==> src/rtl/i2s_tx_dsp_frame_ctrl.sv <==
// Frame sequencer for the I2S TX channel in DSP master mode: arms the channel, emits the
// one-cycle frame-sync, tracks word/slot boundaries, stops on frame edges, flags underruns.
module i2s_tx_dsp_frame_ctrl #(
  parameter int FRAME_CNT_W = 16
) (
  input  logic                   sck_i,
  input  logic                   rstn_i,
  input  logic                   cfg_en_i,
  input  logic [4:0]             cfg_num_bits_i,
  input  logic [3:0]             cfg_num_word_i,
  input  logic [8:0]             cfg_frame_len_i,
  input  logic                   cfg_clr_err_i,
  input  logic                   master_ready_to_send_i,
  input  logic                   fifo_data_valid_i,
  input  logic                   fifo_data_ready_i,
  output logic                   tx_en_o,
  output logic                   ws_o,
  output logic                   word_start_o,
  output logic [3:0]             slot_o,
  output logic                   busy_o,
  output logic                   underrun_o,
  output logic                   err_underrun_o,
  output logic                   err_cfg_o,
  output logic [FRAME_CNT_W-1:0] frame_cnt_o
);

  typedef enum logic [1:0] {IDLE, ARM, RUN, STOP} state_t;

  // Shortest frame that still holds every word: words*bits-1, at most 511.
  function automatic logic [9:0] calc_min_len(input logic [4:0] bits, input logic [3:0] words);
    logic [9:0] prod;
    prod = ({6'd0, words} + 10'd1) * ({5'd0, bits} + 10'd1);
    return prod - 10'd1;
  endfunction

  function automatic logic [8:0] calc_len_eff(input logic [8:0] flen, input logic [9:0] min_len);
    if ({1'b0, flen} < min_len) return min_len[8:0];
    return flen;
  endfunction

  state_t     state_q, state_d;
  logic [8:0] cnt_q, cnt_d;
  logic [4:0] wbit_q, wbit_d;
  logic [3:0] slot_q, slot_d;
  logic [4:0] bits_l;
  logic [3:0] words_l;
  logic [8:0] len_l;

  logic [9:0] min_len_c;
  logic [8:0] len_eff_c;
  logic       cfg_short_c;
  logic       latch;
  logic       frame_end;
  logic       wstart_d;
  logic       underrun_c;

  assign min_len_c   = calc_min_len(cfg_num_bits_i, cfg_num_word_i);
  assign len_eff_c   = calc_len_eff(cfg_frame_len_i, min_len_c);
  assign cfg_short_c = ({1'b0, cfg_frame_len_i} < min_len_c);
  assign underrun_c  = fifo_data_ready_i && !fifo_data_valid_i &&
                       ((state_q == RUN) || (state_q == STOP));

  always_comb begin
    state_d   = state_q;
    cnt_d     = cnt_q;
    wbit_d    = wbit_q;
    slot_d    = slot_q;
    latch     = 1'b0;
    frame_end = 1'b0;
    wstart_d  = 1'b0;
    case (state_q)
      IDLE: begin
        cnt_d  = '0;
        wbit_d = '0;
        slot_d = '0;
        if (cfg_en_i) state_d = ARM;
      end
      ARM: begin
        cnt_d  = '0;
        wbit_d = '0;
        slot_d = '0;
        if (!cfg_en_i) begin
          state_d = IDLE;
        end else if (master_ready_to_send_i) begin
          state_d  = RUN;
          latch    = 1'b1;
          wstart_d = 1'b1;
        end
      end
      RUN, STOP: begin
        // RUN and STOP count identically; only the frame edge decides whether to go on.
        frame_end = (cnt_q == len_l);
        if (frame_end) begin
          cnt_d    = '0;
          wbit_d   = '0;
          slot_d   = '0;
          state_d  = cfg_en_i ? RUN : IDLE;
          latch    = cfg_en_i;
          wstart_d = cfg_en_i;
        end else begin
          cnt_d   = cnt_q + 9'd1;
          state_d = cfg_en_i ? RUN : STOP;
          if (wbit_q != bits_l) begin
            wbit_d = wbit_q + 5'd1;
          end else if (slot_q < words_l) begin
            wbit_d   = '0;
            slot_d   = slot_q + 4'd1;
            wstart_d = 1'b1;
          end
          // Past the last word the slot holds through the padding cycles.
        end
      end
      default: state_d = IDLE;
    endcase
  end

  always_ff @(posedge sck_i) begin
    if (!rstn_i) begin
      state_q        <= IDLE;
      cnt_q          <= '0;
      wbit_q         <= '0;
      slot_q         <= '0;
      tx_en_o        <= 1'b0;
      busy_o         <= 1'b0;
      ws_o           <= 1'b0;
      word_start_o   <= 1'b0;
      slot_o         <= '0;
      frame_cnt_o    <= '0;
      underrun_o     <= 1'b0;
      err_underrun_o <= 1'b0;
      err_cfg_o      <= 1'b0;
    end else begin
      state_q        <= state_d;
      cnt_q          <= cnt_d;
      wbit_q         <= wbit_d;
      slot_q         <= slot_d;
      tx_en_o        <= (state_d != IDLE);
      busy_o         <= (state_d != IDLE);
      ws_o           <= latch;
      word_start_o   <= wstart_d;
      slot_o         <= slot_d;
      if (frame_end) frame_cnt_o <= frame_cnt_o + FRAME_CNT_W'(1);
      underrun_o     <= underrun_c;
      // A new error wins over a simultaneous clear.
      err_underrun_o <= underrun_c | (err_underrun_o & ~cfg_clr_err_i);
      err_cfg_o      <= (latch & cfg_short_c) | (err_cfg_o & ~cfg_clr_err_i);
    end
  end

  // Frame geometry is data only: captured at frame start, never read before its first capture.
  always_ff @(posedge sck_i) begin
    if (latch) begin
      bits_l  <= cfg_num_bits_i;
      words_l <= cfg_num_word_i;
      len_l   <= len_eff_c;
    end
  end

endmodule
==> config.mk <==
export PLATFORM = sky130hd
export DESIGN_NAME = i2s_tx_dsp_frame_ctrl
export DESIGN_NICKNAME = d
export VERILOG_FILES = /design/src/rtl/i2s_tx_dsp_frame_ctrl.sv
export SDC_FILE = /design/constraint.sdc
export NUM_CORES = 1
export LEC_CHECK = 0
export CAP_MARGIN = 20
export CORE_ASPECT_RATIO = 0.6
export CORE_MARGIN = 5
export CORE_UTILIZATION = 37
export DETAILED_ROUTE_END_ITERATION = 8
export PLACE_DENSITY_LB_ADDON = 0.25
export SLEW_MARGIN = 10
export SYNTH_ARGS = -nofsm -noshare
export SYNTH_HDL_FRONTEND = slang
export SYNTH_SLANG_ARGS = --single-unit
==> constraint.sdc <==
create_clock -name sck_i -period 10.2 [get_ports sck_i]
set_input_delay 2.04 -clock sck_i [delete_from_list [all_inputs] [get_ports sck_i]]
set_output_delay 2.04 -clock sck_i [all_outputs]
set_load 0.02 [all_outputs]
## Word level (Yosys, flattened, before mapping)

Index checks and enable logic that the tools add are counted.

| storage, ports and cells | value |
|---|---|
| input port bits | 25 |
| output and inout port bits | 27 |
| bits in registers | 60 |
| logic and storage cells | 76 |

| cells by class | value |
|---|---|
| $mul | 1 |
| $lt $le $gt $ge | 2 |
| add/subtract/negate cells | 7 |
| equal/unequal tests | 8 |
| reduce and logical (&&, ||, !) cells | 9 |
| mux-type cells | 29 |
| bitwise operators | 6 |

Operator list:

| kind | count |
|---|---|
| two-way mux 9 bit | 3 |
| case mux 9 bit (2 select lines) | 1 |
| adder 16 x 1 -> 16 bit (second input constant) | 1 |
| two-way mux 5 bit | 3 |
| two-way mux 4 bit | 3 |
| < comparator 9 x 10 -> 1 bit | 1 |
| multiplier 5 x 6 -> 10 bit | 1 |
| two-way mux 2 bit | 5 |
| case mux 5 bit (2 select lines) | 1 |
| subtractor 10 x 1 -> 10 bit (second input constant) | 1 |
| adder 9 x 1 -> 9 bit (second input constant) | 1 |
| equality test 9 bit | 1 |
| two-way mux 1 bit | 9 |
| case mux 4 bit (2 select lines) | 1 |
| adder 5 x 1 -> 6 bit (second input constant) | 1 |
| inequality test 3 bit (second input constant) | 2 |
| case mux 2 bit (3 select lines) | 1 |
| adder 4 x 1 -> 5 bit (second input constant) | 1 |
| adder 5 x 1 -> 5 bit (second input constant) | 1 |
| inequality test 5 bit | 1 |
| adder 4 x 1 -> 4 bit (second input constant) | 1 |
| equality test 2 bit (second input constant) | 2 |
| < comparator 4 bit | 1 |
| inequality test 4 bit (second input constant) | 1 |
| 12 further kinds | 18 |

## Depth between registers and ports, before layout

| depth | value |
|---|---|
| depth in word-level cells | 6 |
| mapped depth | 21 |

## Least setup slack after synthesis

OpenSTA, ideal clock, no wires.

| timing path | value |
|---|---|
| path kind | input -> register |
| from | in cfg_num_word_i[0] |
| to | reg len_l[1], data pin |
| setup time | 0.260 ns |
| stages | 19 |
| slack | 3.248 ns |
| data required time | 9.940 ns |
| path buffers | 0 |
| arrival time | 6.692 ns |
| cell sequence | ha_1 -> xnor2_1 -> nor2_1 -> fa_1 -> inv_1 -> fa_1 -> fa_1 -> inv_1 -> ha_1 -> nor2b_1 -> o21a_1 -> o21ai_0 -> a21oi_1 -> a2111oi_0 -> ha_1 -> a21oi_1 -> o31ai_1 -> nand2_2 -> mux2_2 |

| between the ends | value |
|---|---|
| cells in the longest elaborated chain, start to end | 6 |
| elaborated cells between the ends (all ways) | 7 |
| classes of those cells | add/sub (2); mul (1); order compare (1); mux (3) |

Ends and longest elaborated chain:

| what | RTL line | source |
|---|---|---|
| start: declaration | 10 | `input logic [3:0] cfg_num_word_i,` |
| adder 4 x 1 -> 5 bit * | 32 | `prod = ({6'd0, words} + 10'd1) * ({5'd0, bits} + 10'd1);` |
| multiplier 5 x 6 -> 10 bit * | 32 |  |
| subtractor 10 x 1 -> 10 bit * | 33 | `return prod - 10'd1;` |
| < comparator 9 x 10 -> 1 bit | 37 | `if ({1'b0, flen} < min_len) return min_len[8:0];` |
| two-way mux 1 bit | 37 |  |
| two-way mux 9 bit * | 38 | `return flen;` |
| named net len_eff_c[1] | 50 | `logic [8:0] len_eff_c;` |
| end signal: assignment | 155 | `len_l <= len_eff_c;` |
| end: declaration | 47 | `logic [8:0] len_l;` |

The timed path passes the listed nets; every way through them passes the cells marked *. The select of a mux whose other input is x is not followed.
A chain may end at the register's enable or synchronous reset.

## Worst setup path after layout

Same ends and word-level chain as after synthesis.

==> summary.md <==
| Metric | Value |
|---|---|
| Status | complete, no violations |
| Final setup margin | 2500 ps |
| Die ar. | 13200 sq um |
| Setup violators final | 0 |
| Final std cells w/o fill | 626 |
| Leading area contributor after synthesis | dfxtp_1 |
| CTS tree | yes |
| Yosys reg bits | 60 |
| CP Launch Type | input port |
| P_leak | 0.00213 uW |
| Post_cts resized | 0 |
| Layout area overhead | 24.9% |
| Post-Synth Adder-Cell Area | 0.183 |
| Syn Inst Count | 426 |
| Synthesized area per cell | 9.49 sq um |
| Main combinational cell family by area after synthesis | simple AND/OR/NAND/NOR gates |
| Root Buffer | clkbuf_16 |
| Compound-gate portion of the synthesized area | 0.0755 |
| DRC | 0 |
| Port Buffers | 51 |
| Fillers | 980 |
| WP data required | 10260 ps |
| Power Total | 990 uW |
| GPL Wtd Cong | 0.872 |
| Final Hold Fails | 0 |
| Post-synth top area share | 0.208 |
| Total negative slack | 0 ps |
| Row cnt | 29 |
| First-pass GRT wire length | 15000 microns |
| Worst EP arrival | 7760 ps |
| Crit-path leading delay family | adder cells |
| Min Tclk post-route | 7700 ps |
| Kind of critical path | in2reg |
| Share of cells above drive strength 1 | 0.0554 |
| Hold_buf cts | 0 |
| Antenna Nets Post-Route | 0 |
| Initial core utilization | 0.380 |
| Primary FF master, synth | dfxtp_1 |
| Num CTS Buffers | 9 |
| Number of diodes | 0 |
| Post-synthesis mux area share | 0.0328 |
| Hpwl dp | 7030 microns |
| Die H | 91.0 microns |
| Final nets | 557 |
| Total global-route track usage | 0.140 |
| Routed vias/inst | 4.88 |
| Worst-margin pin slew | 787 ps |
| GRT overflow | 0 |
| RSZ-0062 raised after global routing | no |
| Post-Synth XOR/XNOR Area | 0.106 |
| Ports | 52 |
| Drt pass-1 iters | 4 |
| Worst-path clk slew | 50 ps |
| Total core area | 10600 sq um |
| Top cells by area, synth | dfxtp_1, edfxtp_1, ha_1 |
| Power density cells | 196 nW/um^2 |
| Hold Path Class | reg2reg |
| Register area share after synthesis | 0.342 |
| Top-count cell post-synth | inv_1 |
| Commonest cells post-synth | inv_1, dfxtp_1, ha_1 |
| Maxcap violations | 0 |
| 1st-iter DRT viols | 201 |
| CTS Buffer Depth | 2 |
| Post-CTS Repair Setup Buffers | 0 |
| Rel. slew slack | 0.474 |
| Dpl ws | 2220 ps |
| Post-synthesis simple-gate area fraction | 0.206 |
| Netlist cell types | 49 |
| Post-synth ARST share | 0 |
| WL final | 8710 microns |
| CTS sink cnt | 60 |
| Tcrit/Tclk final | 0.754 |
| Max incr delay on CP | 570 ps |
| Synth Net Count | 501 |
| Initial antenna violation count | 0 |
| Via count | 3055 |
| Largest net degree at the start of global routing | 26 |
| WL/cell | 13.9 microns |
| Cell with the largest stage delay on the worst path | clkdlybuf4s50_1 |
| Critical path buffers and inverters | 3 |
| Latest clock arrival within the worst-skew pair | 320 ps |
| CP Max Fanout | 10 |
| Worst clock skew | 7.55 ps |
| Critical path capture point type | flop |
| Peak supply drop | 0.0900 mV |
| Critical path cell sequence | clkdlybuf4s50_1, ha_1, xnor2_1, nor2_1, fa_1, inv_1, fa_1, fa_1, inv_1, ha_1, nor2b_1, o21a_1, o21ai_0, a21oi_1, a2111oi_0, ha_1, a21oi_1, o31ai_1, nand2_2, mux2_2 |
| CTS HTree Levels | 3 |
| Dpl cells | 610 |
| Vias in the first global route | 2970 |
| Die width | 145 microns |
| FMAX | 130 MHz |
| Number of synthesized flops with an enable pin | 18 |
| Pins Over Slew Limit | 0 |
| Yosys warns | 0 |
| Cell area after synthesis | 4040 sq um |
## worst paths after layout
check	start	endpoint	slack (ps)	cells after the start
worst max-delay path	cfg_num_word_i[0]	len_l[1]	2500	20
worst min-delay path	frame_cnt_o[15]	frame_cnt_o[15]	480	2
worst max register to register	cnt_q[0]	err_cfg_o	7960	7
worst min register to register	frame_cnt_o[15]	frame_cnt_o[15]	480	2
## where the power goes
group | total (uW) | leakage (uW) | switching (uW) | internal, uW
Clock | 341 | 0.000172 | 101 | 240
Combinational | 371 | 0.00145 | 200 | 170
Sequential | 278 | 0.000503 | 5.46 | 273
## flip-flops by register name, summed over array words and instances (netlist names), 2 cells and up
signal / cells
bits_l: 5
cnt_q: 9
frame_cnt_o: 16
len_l: 9
slot_q: 4
state_q: 2
wbit_q: 5
words_l: 4
## stage by stage
step / cell area (sq um) / utilization / hold slack [ps]
3_5_place_dp: 4700 / 0.442 / 477
3_3_place_gp: 4700 / 0.442 / 466
5_1_grt: 5050 / 0.475 / 511
6_report: 5050 / 0.475 / 481
4_1_cts: 5050 / 0.475 / 488
2_1_floorplan: 4040 / - / 463
## layout make-up
type	instances	area (sq um)	share of cell area
Inverter	50	188	0.0372
Timing Repair Buffer	52	518	0.103
Multi-Input combinational cell	309	2430	0.482
Clock buffer	15	322	0.0637
Clock inverter	1	30.0	0.00595
Sequential cell	60	1380	0.274
Tap cell	139	174	0.0345
## cells in the final DEF (no fill, tap or decap), drive strengths merged, types with 6 or more instances in the layout
cell type / netlist / routed
a21oi: 10 / 10
and2: 22 / 22
and3: 8 / 8
clkbuf: 5 / 15
clkdlybuf4s50: 0 / 51
dfxtp: 42 / 42
edfxtp: 18 / 18
fa: 15 / 15
ha: 35 / 35
inv: 50 / 50
mux2i: 11 / 11
nand2: 24 / 24
nand2b: 6 / 6
nand3: 19 / 19
nand4: 13 / 13
nor2: 28 / 28
nor2b: 8 / 8
nor3: 6 / 6
o21ai: 11 / 11
or3: 7 / 7
xnor2: 26 / 26
xor2: 22 / 22
## metal layers
metal,vias up,global-route usage,routed length (microns)
met4,0,0.0423,104
met1,1404,0.212,4590
met2,76,0.186,3450
met3,8,0.0453,569
li1,1567,-,-
met5,-,0,0
## worst min-delay path, cell delays in order, from the launching register on
cell	delay [ps]
dfxtp_1	310
o21ai_0	70
a21boi_1	50
## cell families (layout without fill, tap and decap cells)
group / count (synthesis) / count (layout)
buffers and inverters: 57 / 118
AO/OA/AOI/OAI: 47 / 47
adder cells (fa/ha/maj): 50 / 50
multiplexers: 13 / 13
XOR/XNOR: 48 / 48
flip-flops: 60 / 60
AND/OR/NAND/NOR: 151 / 151
(Power assumes the default switching activity.)
